### src/rtl/bc_pkg.sv
// Shared breadcrumb-buffer definitions: arbiter state encoding and the
// fifo_src tag values that downstream readers decode.
package bc_pkg;

    typedef enum logic [1:0] {
        IDLE      = 2'd0,
        GNT_AVOID = 2'd1,
        GNT_PWM   = 2'd2
    } arb_state_e;

    localparam logic SRC_AVOID = 1'b0;
    localparam logic SRC_PWM   = 1'b1;

    localparam int DEFAULT_DATA_W = 16;

endpackage

### src/rtl/bc_write_arbiter.sv
// Round-robin, burst-bounded write arbiter feeding the breadcrumb FIFO from
// the Avoidance and PWM producers, with per-source accepted-word counters.
module bc_write_arbiter
    import bc_pkg::*;
#(
    parameter int DATA_W    = DEFAULT_DATA_W,
    parameter int MAX_BURST = 8,
    parameter int CNT_W     = 16
) (
    input  logic              clk,
    input  logic              rst,
    input  logic              avoid_in_valid,
    input  logic [DATA_W-1:0] avoid_in_data,
    output logic              avoid_in_rdy,
    input  logic              pwm_in_valid,
    input  logic [DATA_W-1:0] pwm_in_data,
    output logic              pwm_in_rdy,
    input  logic              fifo_full,
    input  logic              fifo_wr_rst_busy,
    output logic              fifo_wr_en,
    output logic [DATA_W-1:0] fifo_din,
    output logic              fifo_src,
    output logic [1:0]        grant,
    output logic [CNT_W-1:0]  avoid_word_cnt,
    output logic [CNT_W-1:0]  pwm_word_cnt
);

    localparam logic [7:0] BURST_LAST = 8'(MAX_BURST - 1);

    arb_state_e       state_q, state_d;
    logic             last_grant_q, last_grant_d;
    logic [7:0]       burst_cnt_q, burst_cnt_d;
    logic [CNT_W-1:0] avoid_cnt_q, avoid_cnt_d;
    logic [CNT_W-1:0] pwm_cnt_q, pwm_cnt_d;

    logic stall;
    logic avoid_xfer;
    logic pwm_xfer;

    assign stall      = fifo_full || fifo_wr_rst_busy;
    assign avoid_xfer = avoid_in_valid && avoid_in_rdy;
    assign pwm_xfer   = pwm_in_valid && pwm_in_rdy;

    always_ff @(posedge clk or posedge rst) begin
        if (rst) begin
            state_q      <= IDLE;
            last_grant_q <= SRC_PWM;
            burst_cnt_q  <= 8'd0;
            avoid_cnt_q  <= '0;
            pwm_cnt_q    <= '0;
        end else begin
            state_q      <= state_d;
            last_grant_q <= last_grant_d;
            burst_cnt_q  <= burst_cnt_d;
            avoid_cnt_q  <= avoid_cnt_d;
            pwm_cnt_q    <= pwm_cnt_d;
        end
    end

    // A grant ends on a valid drop or on the last word of a burst; the other
    // source wins if it is waiting, otherwise the current source re-bursts.
    always_comb begin
        state_d      = state_q;
        last_grant_d = last_grant_q;
        burst_cnt_d  = burst_cnt_q;
        case (state_q)
            IDLE: begin
                if (avoid_in_valid && (!pwm_in_valid || last_grant_q == SRC_PWM)) begin
                    state_d      = GNT_AVOID;
                    last_grant_d = SRC_AVOID;
                    burst_cnt_d  = 8'd0;
                end else if (pwm_in_valid) begin
                    state_d      = GNT_PWM;
                    last_grant_d = SRC_PWM;
                    burst_cnt_d  = 8'd0;
                end
            end
            GNT_AVOID: begin
                if (!avoid_in_valid || (avoid_xfer && burst_cnt_q == BURST_LAST)) begin
                    burst_cnt_d = 8'd0;
                    if (pwm_in_valid) begin
                        state_d      = GNT_PWM;
                        last_grant_d = SRC_PWM;
                    end else if (avoid_in_valid) begin
                        state_d      = GNT_AVOID;
                        last_grant_d = SRC_AVOID;
                    end else begin
                        state_d = IDLE;
                    end
                end else if (avoid_xfer) begin
                    burst_cnt_d = burst_cnt_q + 8'd1;
                end
            end
            GNT_PWM: begin
                if (!pwm_in_valid || (pwm_xfer && burst_cnt_q == BURST_LAST)) begin
                    burst_cnt_d = 8'd0;
                    if (avoid_in_valid) begin
                        state_d      = GNT_AVOID;
                        last_grant_d = SRC_AVOID;
                    end else if (pwm_in_valid) begin
                        state_d      = GNT_PWM;
                        last_grant_d = SRC_PWM;
                    end else begin
                        state_d = IDLE;
                    end
                end else if (pwm_xfer) begin
                    burst_cnt_d = burst_cnt_q + 8'd1;
                end
            end
            default: begin
                state_d     = IDLE;
                burst_cnt_d = 8'd0;
            end
        endcase
    end

    always_comb begin
        avoid_cnt_d = avoid_cnt_q;
        pwm_cnt_d   = pwm_cnt_q;
        if (avoid_xfer) begin
            avoid_cnt_d = avoid_cnt_q + CNT_W'(1);
        end
        if (pwm_xfer) begin
            pwm_cnt_d = pwm_cnt_q + CNT_W'(1);
        end
    end

    // Zero-latency data path: the granted producer drives the FIFO directly.
    always_comb begin
        avoid_in_rdy = 1'b0;
        pwm_in_rdy   = 1'b0;
        fifo_wr_en   = 1'b0;
        fifo_din     = '0;
        fifo_src     = SRC_AVOID;
        grant        = 2'b00;
        case (state_q)
            GNT_AVOID: begin
                avoid_in_rdy = !stall;
                fifo_wr_en   = avoid_in_valid && !stall;
                fifo_din     = avoid_in_data;
                fifo_src     = SRC_AVOID;
                grant        = 2'b01;
            end
            GNT_PWM: begin
                pwm_in_rdy = !stall;
                fifo_wr_en = pwm_in_valid && !stall;
                fifo_din   = pwm_in_data;
                fifo_src   = SRC_PWM;
                grant      = 2'b10;
            end
            default: begin
            end
        endcase
    end

    assign avoid_word_cnt = avoid_cnt_q;
    assign pwm_word_cnt   = pwm_cnt_q;

endmodule

### config.mk
export PLATFORM = sky130hd
export DESIGN_NAME = bc_write_arbiter
export DESIGN_NICKNAME = d
export VERILOG_FILES = /design/src/rtl/bc_pkg.sv /design/src/rtl/bc_write_arbiter.sv
export SDC_FILE = /design/constraint.sdc
export NUM_CORES = 1
export LEC_CHECK = 0
export BUFFER_PORTS_ARGS = -buffer_cell sky130_fd_sc_hd__buf_4
export CAP_MARGIN = 40
export CORE_ASPECT_RATIO = 1.4
export CORE_UTILIZATION = 35
export CTS_CLUSTER_SIZE = 40
export DETAILED_ROUTE_END_ITERATION = 6
export PLACE_DENSITY = 0.67
export SLEW_MARGIN = 20
export SYNTH_ARGS = -nofsm -noshare
export SYNTH_HDL_FRONTEND = slang
export SYNTH_SLANG_ARGS = --single-unit
### constraint.sdc
create_clock -name clk -period 2 [get_ports clk]
set_input_delay 0.2 -clock clk [delete_from_list [all_inputs] [get_ports clk]]
set_output_delay 0.2 -clock clk [all_outputs]
set_load 0.1 [all_outputs]
==> impl_metrics.csv <==
group,metric,value,unit
power,leakagePower,0.00177,uW
layout,synthToLayoutAreaGrowth,48.3,%
outcome,status,"finished, final reports clean",
power,total_power,5340,uW
sta,skew,0.00691,ns
critical_path,crit_chain,"buf_4, ha_4, buf_8, a22oi_1, nor2b_4, buf_8",
critical_path,cp_slowest_stage_delay,0.38,ns
sta,min_period_over_period,97.1,%
critical_path,endpoint_kind,"output port",
critical_path,path_class,"reg -> out",
layout,fin_nets,395,
critical_path,worst_ep_arrival_time,1.74,ns
grt,antenna_found_initial,0,
drt,drt_pre_antenna_iters,4,
sta,slew_violations,0,
floorplan,die_y,103,um
grt,grt_max_degree,44,
synth,synthSimpleGateAreaFrac,22.0,%
place,preCtsSetupSlack,0.159,ns
sta,rsz0062_at_grt,"yes",
floorplan,die_area,7650,sq um
layout,n_antenna_cell,0,
place,globalplace.congestion,0.752,
power,power_density,1410,nW/um^2
synth,synthAdderAreaFrac,4.41,%
sta,max_slew_margin,64.2,%
clock_network,post_cts_buffers,0,
clock_network,cts_tree,"done",
synth,synth_compound_gate_area_share,14.0,%
synth,synthTopCellsByArea,"dfrtp_1 (41%), xnor2_1 (7.2%), a22oi_1 (5.3%)",
clock_network,clock_latency,0.29,ns
critical_path,crit_slowest_cell,"dfrtp_1",
flow_run,drv_cap,0,
synth,ys_ff_latch,43,
floorplan,rows,36,
synth,synth.largest_area_cell,"dfrtp_1",
grt,grt-ovfl-total,0,
drt,drc,0,
clock_network,cts_root_buf,"clkbuf_8",
synth,avgSynthCellArea,10.2,sq um
clock_network,cts.sinks,43,
synth,synthArstFlopShare,100,%
critical_path,crit_top_cell,"buf_8",
drt,antenna_left,0,
floorplan,start_util,36.4,%
synth,seq_area_frac_synth,42.1,%
sta,worst_slew_pin_slew,0.536,ns
sta,timing.hold.ws,0.0479,ns
floorplan,core,7030,sq um
critical_path,ff2ff_path_depth,6,
place,port_buffers,91,
synth,synthCells,251,
synth,synth_xor_area_share,12.0,%
critical_path,path_depth,6,
synth,synth.net_count,298,
synth,synth_top_area_share,41.1,%
critical_path,crit_buf_inv,3,
synth,synth_top_family_by_area,"simple AND/OR/NAND/NOR gates",
power,ir_drop,1.04,mV
drt,wl_per_cell,13.5,um
clock_network,ctsHtreeMaxLevel,2,
layout,layout_commonest_cell,"buf_4",
place,dp_cells,436,
synth,syn_area,2560,sq um
synth,synth_mux_area_share,1.71,%
sta,fmax,515,MHz
drt,routed_wl,6010,um
grt,grt_pass1_wl,10200,um
layout,final_cell_mix,"buf_4 (82), dfrtp_1 (35), xnor2_1 (21), a22oi_1 (18), nand2_1 (17)",
grt,grt_pass1_vias,2342,
place,post-dp-hpwl,4520,um
sta,fin_crit,1.94,ns
critical_path,cp_top_family,"buffers and inverters",
sta,finalHoldViolCount,0,
critical_path,startpoint_type,"flop",
drt,via_per_inst,5.08,
sta,setup_viol_count_final,0,
grt,track_usage,16.9,%
layout,drive_above_1_share,44.4,%
drt,drt-initial-drc-count,105,
floorplan,die_x,74.2,um
hold_path,hold_path_class,"in -> async",
floorplan,num_io_pins,92,
clock_network,clock_path_buffers,2,
critical_path,worst_ep_required_time,1.80,ns
sta,finalWorstSetupSlack,0.0583,ns
clock_network,hold_buffers,0,
critical_path,cp_max_fo,20,
sta,timing.setup.tns,0,ns
synth,yosys_warnings,0,
clock_network,numCtsBuffers,5,
synth,ys_types,54,
clock_network,clkTransAtPathRegs,0.09,ns
synth,synth_ff_type,"dfrtp_1",
drt,dr_total_vias,2254,
layout,fin_cells,444,
synth,synth-edff-count,0,
[layout make-up]
| type | instances | area [sq um] |
|---|---|---|
| inverter | 8 | 30.0 |
| clock buffer | 6 | 72.6 |
| fill | 668 | 3240 |
| tap | 95 | 119 |
| timing repair buffer | 102 | 891 |
| clock inverter | 2 | 60.1 |
| sequential | 43 | 1090 |
| multi-input combinational | 188 | 1530 |
[state kept, by name, summed over array words and instances (netlist names)]
register        count
avoid_word_cnt     16
pwm_word_cnt       16
burst_cnt_q         8
state_q             2
last_grant_q        1
[per-stage QoR]
step                instance area (sq um)  utilization, %
global route                         3790            53.9
CTS                                  3750            53.3
floorplan                            2730               -
global placement                     3540            50.3
detailed placement                   3540            50.3
finish                               3790            53.9
[cell usage after synthesis, types with 2 or more instances]
| cell type | n |
|---|---|
| a2111oi_2 | 2 |
| a211oi_1 | 2 |
| a21oi_1 | 7 |
| a22oi_1 | 18 |
| and2_1 | 3 |
| and3_1 | 4 |
| and4_1 | 3 |
| buf_2 | 2 |
| buf_4 | 3 |
| clkbuf_1 | 6 |
| dfrtp_1 | 42 |
| ha_1 | 9 |
| inv_1 | 8 |
| mux2_2 | 2 |
| nand2_1 | 17 |
| nand2b_1 | 2 |
| nand3_1 | 9 |
| nand4_1 | 7 |
| nor2_1 | 12 |
| nor2b_1 | 17 |
| nor3_1 | 4 |
| nor3_2 | 2 |
| o21ai_0 | 5 |
| o41ai_1 | 2 |
| xnor2_1 | 21 |
| xor2_1 | 14 |
[logic make-up after synthesis]
| kind of cell | count (synthesis) |
|---|---|
| XOR/XNOR | 35 |
| AND/OR/NAND/NOR | 92 |
| AO/OA/AOI/OAI | 48 |
| multiplexers | 4 |
| flip-flops | 43 |
| adder cells (fa/ha/maj) | 9 |
| buffers and inverters | 20 |
[report_power, final]
part / switching [uW] / leakage (uW) / internal [uW]
combinational: 2280 / 0.00114 / 1190
sequential: 102 / 0.000562 / 970
clock: 300 / 0.0000654 / 499
[routing by layer]
layer  wire length (um)  GRT usage (%)
met1               2420           18.5
met2               3090           31.7
met3                426           3.81
met4                 78           5.22
met5                  0              0
[final timing paths]
kind | slack [ns] | end | startpoint
worst max-delay path | 0.06 | fifo_din[1] | state_q[1]
worst min-delay path | 0.05 | pwm_word_cnt[15] | rst
worst max register to register | 0.17 | burst_cnt_q[6] | state_q[1]
worst min register to register | 0.48 | pwm_word_cnt[15] | pwm_word_cnt[15]
max in group asynchronous | 1.56 | state_q[0] | rst
min in group clk | 0.22 | state_q[0] | avoid_in_valid
[timing repair]
item | in CTS | in global routing
endpoints found under the hold margin | 0 | 0
endpoints found under the setup margin | 17 | 18
gates resized for setup | 21 | 12
[worst reg2reg max path, cell delays in order (launching register included)]
cell     delay (ns)
dfrtp_1        0.38
buf_4          0.15
ha_4           0.19
a22oi_2        0.24
o21ai_2        0.13
or4_1          0.49
a22oi_1        0.17
(Power assumes the default switching activity.)
